File: config.mk
export PLATFORM = sky130hd
export DESIGN_NAME = spi_conf_rx
export DESIGN_NICKNAME = d
export VERILOG_FILES = /design/src/rtl/spi_conf_rx_pkg.sv /design/src/rtl/spi_conf_rx_sync_edge.sv /design/src/rtl/spi_conf_rx.sv
export SDC_FILE = /design/constraint.sdc
export NUM_CORES = 1
export LEC_CHECK = 0
export ABC_AREA = 0
export BUFFER_PORTS_ARGS = -buffer_cell sky130_fd_sc_hd__buf_4
export CAP_MARGIN = 30
export CORE_ASPECT_RATIO = 0.75
export CORE_UTILIZATION = 53
export DETAILED_ROUTE_END_ITERATION = 16
export GPL_ROUTABILITY_DRIVEN = 1
export GPL_TIMING_DRIVEN = 0
export PLACE_DENSITY_LB_ADDON = 0.3
export SYNTH_ARGS = -nofsm -noshare
export SYNTH_HDL_FRONTEND = slang
export SYNTH_SLANG_ARGS = --single-unit
export TNS_END_PERCENT = 10
File: constraint.sdc
create_clock -name ck_1356meg -period 2.2 [get_ports ck_1356meg]
set_input_delay 0.33 -clock ck_1356meg [delete_from_list [all_inputs] [get_ports ck_1356meg]]
set_output_delay 0.33 -clock ck_1356meg [all_outputs]
set_load 0.03 [all_outputs]
File: src/rtl/spi_conf_rx_pkg.sv
`timescale 1ns/1ps
`default_nettype none
// ============================================================================
// Module      : spi_conf_rx_pkg
// Description : Command codes, FSM encoding and conf_word field positions
//               shared by the SPI configuration receiver and the mode logic.
// Revision    : 1.0 - initial release
// ============================================================================
package spi_conf_rx_pkg;

  // Frame command field, taken from the top nibble of a 16-bit frame
  localparam logic [3:0] CMD_NOP         = 4'h0;
  localparam logic [3:0] CMD_SET_CONFREG = 4'h1;
  localparam logic [3:0] CMD_SET_DIVISOR = 4'h2;

  // conf_word field positions used by the major-mode muxes
  localparam int MAJOR_MODE_BIT = 5;
  localparam int MOD_TYPE_MSB   = 2;
  localparam int MOD_TYPE_LSB   = 0;

  // Receiver FSM
  typedef enum logic [1:0] {
    ST_DRAIN = 2'd0,
    ST_IDLE  = 2'd1,
    ST_SHIFT = 2'd2
  } rx_state_t;

endpackage : spi_conf_rx_pkg
`default_nettype wire

File: src/rtl/spi_conf_rx_sync_edge.sv
`timescale 1ns/1ps
`default_nettype none
// ============================================================================
// Module      : sync_edge
// Description : Multi-flop synchronizer for an asynchronous input, followed
//               by one delay flop and registered rise/fall pulses. The rise
//               and fall pulses are aligned with o_level (the delayed copy).
// Revision    : 1.0 - initial release
// ============================================================================
module sync_edge #(
  parameter int SYNC_STAGES = 2
) (
  input  logic clk,
  input  logic rst,
  input  logic i_d,
  output logic o_level,
  output logic o_rise,
  output logic o_fall
);

  logic [SYNC_STAGES-1:0] r_sync;
  logic                   r_dly;
  logic                   r_rise;
  logic                   r_fall;
  logic                   w_sync_q;

  assign w_sync_q = r_sync[SYNC_STAGES-1];

  // Synchronizer chain, delay flop and single-cycle edge pulses
  always_ff @(posedge clk or posedge rst) begin
    if (rst) begin
      r_sync <= '0;
      r_dly  <= 1'b0;
      r_rise <= 1'b0;
      r_fall <= 1'b0;
    end else begin
      r_sync <= {r_sync[SYNC_STAGES-2:0], i_d};
      r_dly  <= w_sync_q;
      r_rise <= w_sync_q & ~r_dly;
      r_fall <= ~w_sync_q & r_dly;
    end
  end

  assign o_level = r_dly;
  assign o_rise  = r_rise;
  assign o_fall  = r_fall;

endmodule : sync_edge
`default_nettype wire

File: src/rtl/spi_conf_rx.sv
`timescale 1ns/1ps
`default_nettype none
// ============================================================================
// Module      : spi_conf_rx
// Description : SPI configuration receiver running entirely on ck_1356meg.
//               Captures 16-bit frames, commits conf_word/divisor only on a
//               validated frame at chip-select release, reads both back on
//               miso MSB-first.
// Revision    : 1.0 - initial release
// ============================================================================
module spi_conf_rx
  import spi_conf_rx_pkg::*;
#(
  parameter int         SYNC_STAGES = 2,
  parameter int         FRAME_BITS  = 16,
  parameter logic [7:0] CONF_RESET  = 8'h00,
  parameter logic [7:0] DIV_RESET   = 8'h00
) (
  input  logic       ck_1356meg,
  input  logic       reset,
  input  logic       spck,
  input  logic       ncs,
  input  logic       mosi,
  output logic       miso,
  output logic [7:0] conf_word,
  output logic [7:0] divisor,
  output logic       conf_stb,
  output logic       div_stb,
  output logic       frame_err
);

  localparam int              CNT_W      = $clog2(FRAME_BITS + 2);
  localparam logic [CNT_W-1:0] C_CNT_FULL = CNT_W'(FRAME_BITS);
  localparam logic [CNT_W-1:0] C_CNT_MAX  = CNT_W'(FRAME_BITS + 1);

  logic                  w_spck_rise;
  logic                  w_spck_fall;
  logic                  w_spck_level;
  logic                  w_ncs_rise;
  logic                  w_ncs_fall;
  logic                  w_ncs_level;
  logic                  w_mosi;
  logic [FRAME_BITS-1:0] w_shift_nxt;
  logic [CNT_W-1:0]      w_cnt_nxt;
  logic [3:0]            w_cmd;

  logic [SYNC_STAGES:0]  r_mosi_sync;
  rx_state_t             r_state;
  logic [FRAME_BITS-1:0] r_shift;
  logic [CNT_W-1:0]      r_cnt;
  logic [15:0]           r_tx;
  logic                  r_miso;
  logic [7:0]            r_conf;
  logic [7:0]            r_div;
  logic                  r_conf_stb;
  logic                  r_div_stb;
  logic                  r_frame_err;

  sync_edge #(.SYNC_STAGES(SYNC_STAGES)) u_sync_spck (
    .clk     (ck_1356meg),
    .rst     (reset),
    .i_d     (spck),
    .o_level (w_spck_level),
    .o_rise  (w_spck_rise),
    .o_fall  (w_spck_fall)
  );

  sync_edge #(.SYNC_STAGES(SYNC_STAGES)) u_sync_ncs (
    .clk     (ck_1356meg),
    .rst     (reset),
    .i_d     (ncs),
    .o_level (w_ncs_level),
    .o_rise  (w_ncs_rise),
    .o_fall  (w_ncs_fall)
  );

  // mosi delayed by the same depth as the spck edge pulses so data and clock stay aligned
  always_ff @(posedge ck_1356meg or posedge reset) begin
    if (reset) begin
      r_mosi_sync <= '0;
    end else begin
      r_mosi_sync <= {r_mosi_sync[SYNC_STAGES-1:0], mosi};
    end
  end

  assign w_mosi = r_mosi_sync[SYNC_STAGES];

  // Next shift/count values, so a chip-select release coinciding with the last
  // spck rise still commits the fully shifted frame
  always_comb begin
    w_shift_nxt = r_shift;
    w_cnt_nxt   = r_cnt;
    if (w_spck_rise) begin
      w_shift_nxt = {r_shift[FRAME_BITS-2:0], w_mosi};
      if (r_cnt != C_CNT_MAX) begin
        w_cnt_nxt = r_cnt + CNT_W'(1);
      end
    end
  end

  assign w_cmd = w_shift_nxt[FRAME_BITS-1 -: 4];

  // Receiver FSM: frame capture, readback shifting and validated commit
  always_ff @(posedge ck_1356meg or posedge reset) begin
    if (reset) begin
      r_state     <= ST_DRAIN;
      r_shift     <= '0;
      r_cnt       <= '0;
      r_tx        <= '0;
      r_miso      <= 1'b0;
      r_conf      <= CONF_RESET;
      r_div       <= DIV_RESET;
      r_conf_stb  <= 1'b0;
      r_div_stb   <= 1'b0;
      r_frame_err <= 1'b0;
    end else begin
      r_conf_stb  <= 1'b0;
      r_div_stb   <= 1'b0;
      r_frame_err <= 1'b0;
      case (r_state)
        ST_DRAIN: begin
          // a frame interrupted by reset must finish before we listen again
          if (w_ncs_level) begin
            r_state <= ST_IDLE;
          end
        end
        ST_IDLE: begin
          if (w_ncs_fall) begin
            r_cnt   <= '0;
            r_tx    <= {r_conf, r_div};
            r_miso  <= r_conf[7];
            r_state <= ST_SHIFT;
          end
        end
        ST_SHIFT: begin
          r_shift <= w_shift_nxt;
          r_cnt   <= w_cnt_nxt;
          if (w_spck_fall) begin
            r_tx   <= {r_tx[14:0], 1'b0};
            r_miso <= r_tx[14];
          end
          if (w_ncs_rise) begin
            r_miso  <= 1'b0;
            r_state <= ST_IDLE;
            if (w_cnt_nxt == C_CNT_FULL) begin
              case (w_cmd)
                CMD_SET_CONFREG: begin
                  r_conf     <= w_shift_nxt[7:0];
                  r_conf_stb <= 1'b1;
                end
                CMD_SET_DIVISOR: begin
                  r_div     <= w_shift_nxt[7:0];
                  r_div_stb <= 1'b1;
                end
                CMD_NOP: begin
                  r_frame_err <= 1'b0;
                end
                default: begin
                  r_frame_err <= 1'b1;
                end
              endcase
            end else begin
              r_frame_err <= 1'b1;
            end
          end
        end
        default: begin
          r_state <= ST_DRAIN;
        end
      endcase
    end
  end

  assign miso      = r_miso;
  assign conf_word = r_conf;
  assign divisor   = r_div;
  assign conf_stb  = r_conf_stb;
  assign div_stb   = r_div_stb;
  assign frame_err = r_frame_err;

  // spck level itself is not needed; only its edges drive the FSM
  logic w_unused;
  assign w_unused = w_spck_level;

endmodule : spi_conf_rx
`default_nettype wire

## Yosys cells after proc, flatten, opt, wreduce, memory -nomap -nowiden

Cells that the tools add are included.

- Register bits: 71
- Bits in latches: 0
- Memory bits (writable): 0
- Bits in read-only memories: 0
- Input port bits: 5
- Output and inout bits: 20
- Logic and storage cells: 79
- Memories kept: 0

- Add/subtract/negate cells: 1
- Multiply operators: 0
- Divide/modulo/power cells: 0
- $lt $le $gt $ge: 0
- Equal/unequal tests: 11
- Shift operators: 0
- Multiplexer cells: 28
- Bitwise logic cells: 8
- Reduce and logical (&&, ||, !) cells: 11

Operator list:

| kind | number |
|---|---|
| 15-bit two-way mux | 2 |
| 15-bit one-hot mux with 2 select lines | 1 |
| 16-bit two-way mux | 1 |
| 1-bit two-way mux | 15 |
| 5-bit two-way mux | 3 |
| 5-bit one-hot mux with 2 select lines | 1 |
| 3-bit AND reduction | 3 |
| 2-bit by 1-bit inequality test with 1-bit output, second input constant | 4 |
| 4-bit AND reduction | 2 |
| 2-bit two-way mux | 3 |
| 2-bit one-hot mux with 3 select lines | 1 |
| 5-bit by 1-bit adder with 5-bit output, second input constant | 1 |
| 5-bit equality test, second input constant | 1 |
| 5-bit inequality test, second input constant | 1 |
| 1-bit bitwise AND | 4 |
| 4-bit by 1-bit equality test with 1-bit output, second input constant | 1 |
| 4-bit by 2-bit equality test with 1-bit output, second input constant | 1 |
| 4-bit logical NOT | 1 |
| 1-bit inverter | 4 |
| 2-bit AND reduction | 2 |
| 3-bit by 1-bit inequality test with 1-bit output, second input constant | 1 |
| 3-bit OR reduction | 1 |
| 2-bit by 1-bit equality test with 1-bit output, second input constant | 1 |
| 2-bit equality test, second input constant | 1 |
| 3 further kinds | 3 |

## Depth between registers and ports, before layout

- Depth in word-level cells: 7
- Gate-level depth with buffers: 9
- Gate-level depth less buffers: 7

## By module

From an unflattened synthesis, not the netlist that was laid out.

- Cells, all modules: 235
- Area total of the unflattened synthesis: 3069.2 µm²

By module, submodules not included:

| module | instances | cells an instance | area each (µm²) | sequential area each (µm²) |
|---|---|---|---|---|
| spi_conf_rx | 1 | 219 | 2781.4 | 1526.5 |
| sync_edge | 2 | 8 | 143.9 | 125.1 |

## Worst setup path before layout

OpenSTA, ideal clock, no wires.

- Path type: reg-to-reg
- Start point: reg r_cnt[0]
- End point: reg r_div[0], in the netlist divisor[0]
- Library setup time: 0.125 ns
- Arrival: 1.715 ns
- Required time: 2.075 ns
- Setup slack: 0.360 ns
- Cell stages (with the launch flop): 6
- Path buffers: 0
- Clock period less this slack: 1.840 ns
- Cells stage by stage: dfrtp_1 > ha_1 > a21bo_2 > mux2_4 > o2111ai_4 > mux2_2

- Longest elaborated chain between the ends: 5
- Elaborated cells on any way between the ends: 6
- Classes of those cells: add/sub: 1; eq/ne: 2; mux: 2; reduce/logical: 1

Ends and longest elaborated chain:

| element | RTL line | text |
|---|---|---|
| from (decl) | spi_conf_rx.sv:50 | `logic [CNT_W-1:0] r_cnt;` |
| from (signal assigned) | spi_conf_rx.sv:137 | `r_cnt <= w_cnt_nxt;` |
| 5-bit by 1-bit adder with 5-bit output / 5-bit inequality test (equally long branches) | spi_conf_rx.sv:96, spi_conf_rx.sv:95 |  |
| 5-bit two-way mux | spi_conf_rx.sv:95 | `if (r_cnt != C_CNT_MAX) begin` |
| 5-bit two-way mux (*) | spi_conf_rx.sv:93 | `if (w_spck_rise) begin` |
| 5-bit equality test (*) | spi_conf_rx.sv:145 | `if (w_cnt_nxt == C_CNT_FULL) begin` |
| 4-bit AND reduction (no line) (*) | - |  |
| to (signal assigned) | spi_conf_rx.sv:152 | `r_div <= w_shift_nxt[7:0];` |
| to (decl) | spi_conf_rx.sv:54 | `logic [7:0] r_div;` |

Mark *: on every way between the ends. The rest lies on a longest branch, timed or not.
A chain may end at the register's enable or synchronous reset.

## Worst setup path in the final report

- Start point: reg u_sync_spck.r_rise, in the netlist u_sync_spck.o_rise
- End point: reg r_div[2], in the netlist divisor[2]

- Longest elaborated chain between the ends: 3
- Elaborated cells on any way between the ends: 5
- Classes of those cells: eq/ne: 2; mux: 2; reduce/logical: 1

Ends and longest elaborated chain:

| element | RTL line | text |
|---|---|---|
| from (decl) | spi_conf_rx_sync_edge.sv:23 | `logic r_rise;` |
| from (signal assigned) | spi_conf_rx_sync_edge.sv:39 | `r_rise <= w_sync_q & ~r_dly;` |
| 5-bit two-way mux / 16-bit two-way mux (equally long branches) | spi_conf_rx.sv:93 |  |
| 5-bit equality test / 4-bit by 2-bit equality test with 1-bit output (equally long branches) | spi_conf_rx.sv:145, spi_conf_rx.sv:146 |  |
| 4-bit AND reduction (no line) | - |  |

Parallel ways exist; a longest one is shown, timed or not.

==> flow_summary_export.csv <==
group,metric,value,unit
run_status,run_status,"complete, no violations",
finish,fin_util,66.29,%
power_and_ir_drop,irDropWorstVdd,0.0004878,V
routing,ant_nets,0,
clock_network,clock_latency,0.35,ns
finish,final_common_cell,"dfrtp_1",
die,die_w,90.46,µm
finish,num_antenna_cells,0,
sta,period_share,94.91,%
yosys,synthTopCellsByArea,"dfrtp_1 (57%), mux2_2 (14%), mux2i_1 (4.8%), a21oi_1 (4.2%), ha_1 (2.4%)",
place,gp_congestion,0.8160,
die,core,0.005497,mm²
yosys,synth.avg_cell_area,12.39,µm²
finish,final_nets,298,
yosys,yosysSeqAreaShare,57.12,%
sta,setup_slack,0.1119,ns
finish,multi_input_area,0.001274,mm²
finish,fin_cells,366,
global_route,antenna_found_initial,0,
sta,finalMaxSlewViolations,0,
worst_setup_path,startpoint_type,"register",
finish,syn2layout_area_growth,17.14,%
power_and_ir_drop,power_frac_seq,41.7,%
worst_setup_path,crit_required,2.43,ns
routing,drtIter0Drc,178,
sta,worst_clock_skew,0.007400,ns
finish,drive_gt1_share,31.96,%
power_and_ir_drop,switching_share,32.17,%
place,placedCellCount,350,
sta,timing.hold.ws,0.08336,ns
run,cap_violations,0,
yosys,synth_top_area_cell,"dfrtp_1",
worst_setup_path,cp.arrival,2.32,ns
clock_network,h-tree-depth,3,
global_route,grt_pass1_vias,1940,
place,place_area,0.003387,mm²
yosys,synth-edff-count,0,
die,rows,23,
clock_network,clk_pin_slew,0.07,ns
yosys,synth_cells,251,
sta,min_period,2.088,ns
power_and_ir_drop,power.density,1096,mW/mm²
clock_network,cts.sinks,71,
min_path,hold_depth,1,
routing,drt_wl_total,5978,µm
clock_network,clock_path_buffers,2,
routing,dr.pass1.iters,4,
yosys,ys_ff_latch,71,
routing,wire_per_inst,16.33,µm
power_and_ir_drop,combPwrFrac,27.7,%
clock_network,numCtsBuffers,9,
sta,max_freq,0.4789,GHz
yosys,synth_area,0.003110,mm²
place,dpl.hpwl,4096,µm
routing,routed-via-count,2035,
place,placement.io_buffers,24,
worst_setup_path,path_class,"reg -> reg",
yosys,yosys.cell_types.count,39,
power_and_ir_drop,internal-power,2.709,mW
min_path,hold_path.class,"in -> reg",
clock_network,cts_tree,"built",
power_and_ir_drop,net-switching-power,1.285,mW
yosys,synth_top_area_share,57.12,%
finish,n_fill_cell,407,
sta,hold_viol_final,0,
place,dp_slack,-0.1402,ns
die,dieHeight,68.35,µm
global_route,overflow,0,
die,start_util,56.59,%
finish,finalInstanceArea,0.003643,mm²
power_and_ir_drop,leakagePower,1.750,nW
finish,register_area,0.001777,mm²
die,ios,25,
power_and_ir_drop,power_frac_clock,30.6,%
clock_network,holdBufCountCts,0,
yosys,synthFlopType,"dfrtp_1",
routing,drc_errors,0,
global_route,grt_util_all_layers,21.93,%
yosys,ys_async_sr_fraction,100.0,%
sta,report.final.setup_viol,0,
sta,max_slew_margin,44.21,%
worst_setup_path,r2r_cells,4,
yosys,synth_fp_nets,262,
die,die_area,0.006182,mm²
yosys,ys_warn_count,0,
global_route,grt_pass1_wl,9901,µm
sta,worst_slew_pin_slew,0.8369,ns
clock_network,cts-root-buf,"clkbuf_8",
worst_setup_path,path_max_fanout,10,
worst_setup_path,critPathCaptureType,"register",
finish,layout_common_cells,"dfrtp_1 (71), mux2_2 (40), a21oi_1 (26), buf_4 (26), nor2_1 (20)",
sta,rsz0062_at_grt,"true",
routing,vias_per_cell,5.560,
global_route,grt_max_degree,72,
[layout make-up]
class | instances | share of cell area (%)
multi-input combinational | 162 | 34.96
inverter | 10 | 1.099
sequential | 71 | 48.76
tap | 75 | 2.576
clock inverter | 6 | 3.022
clock buffer | 9 | 3.400
buffer | 7 | 0.8242
timing repair buffer | 26 | 5.357
[through the flow]
stage / setup TNS [ns] / power (mW)
4_1_cts: 0 / 3.962
3_3_place_gp: -53.78 / 2.663
2_1_floorplan: 0 / 2.440
6_report: 0 / 3.995
5_1_grt: -0.03562 / 4.238
3_5_place_dp: -1.173 / 2.717
[cells by family after synthesis]
kind of cell / Yosys count / synth area share (%)
flops: 71 / 57.12
fa+ha+maj: 6 / 2.413
compound gates: 45 / 9.011
mux: 56 / 19.79
simple gates: 55 / 9.453
buf+inv: 18 / 2.212
[registers in the layout (all words and copies together) (netlist names), 2 cells and up]
name,flops
conf_word,8
u_sync_ncs.r_sync,2
divisor,8
r_mosi_sync,3
r_cnt,5
r_tx,15
u_sync_spck.r_sync,2
r_state,2
r_shift,16
[what timing repair did]
action                                  4_1_cts  5_1_grt
endpoints found under the setup margin       14       24
pin swaps                                     0        1
gates cloned                                  0        0
gates resized for setup                       2        3
setup buffers                                 0        2
[layer usage]
| layer | track usage [%] | up-vias | wire (µm) |
|---|---|---|---|
| met5 | 0 | - | 0 |
| met4 | 8.065 | 0 | 108 |
| met3 | 7.000 | 11 | 349 |
| met2 | 32.86 | 61 | 2641 |
| met1 | 30.21 | 999 | 2878 |
| li1 | - | 964 | - |
[worst max-delay path: stages, from the launching register on]
cell and delay [ns]:
dfrtp_1 0.39, buf_2 0.19, nor4b_1 0.71, o2111ai_4 0.32, mux2_2 0.36
[path summary, 6_finish.rpt]
kind | end | slack, ns | from
min | u_sync_ncs.r_sync[0] | 0.08 | ncs
max | divisor[2] | 0.11 | u_sync_spck.o_rise
max in group asynchronous | divisor[6] | 1.50 | reset
min in group asynchronous | r_shift[8] | 0.16 | reset
min reg2reg | u_sync_ncs.r_sync[1] | 0.35 | u_sync_ncs.r_sync[0]
max reg2reg | divisor[2] | 0.11 | u_sync_spck.o_rise
[cell usage after synthesis, types with 2 or more instances]
library cell and count:
nand2b_1 2, mux2i_1 15, nor2_1 20, mux2_2 40
dfrtp_1 71, inv_1 10, nand3_1 2, a21oi_1 26
nor2b_1 4, ha_1 6, nor3_1 4, o21ai_0 7
nand2_1 11, clkbuf_1 6, nand4_1 2, a22o_1 2
[power groups by stage]
stage	Clock (mW)	Sequential (mW)	Combinational [mW]
after floorplan	0	1.67	0.766
after global placement	0	1.68	0.982
after detailed placement	0	1.69	1.03
after CTS	1.25	1.67	1.05
after global routing	1.30	1.70	1.24
final	1.22	1.67	1.11
Power figures use the tool's default switching activity.
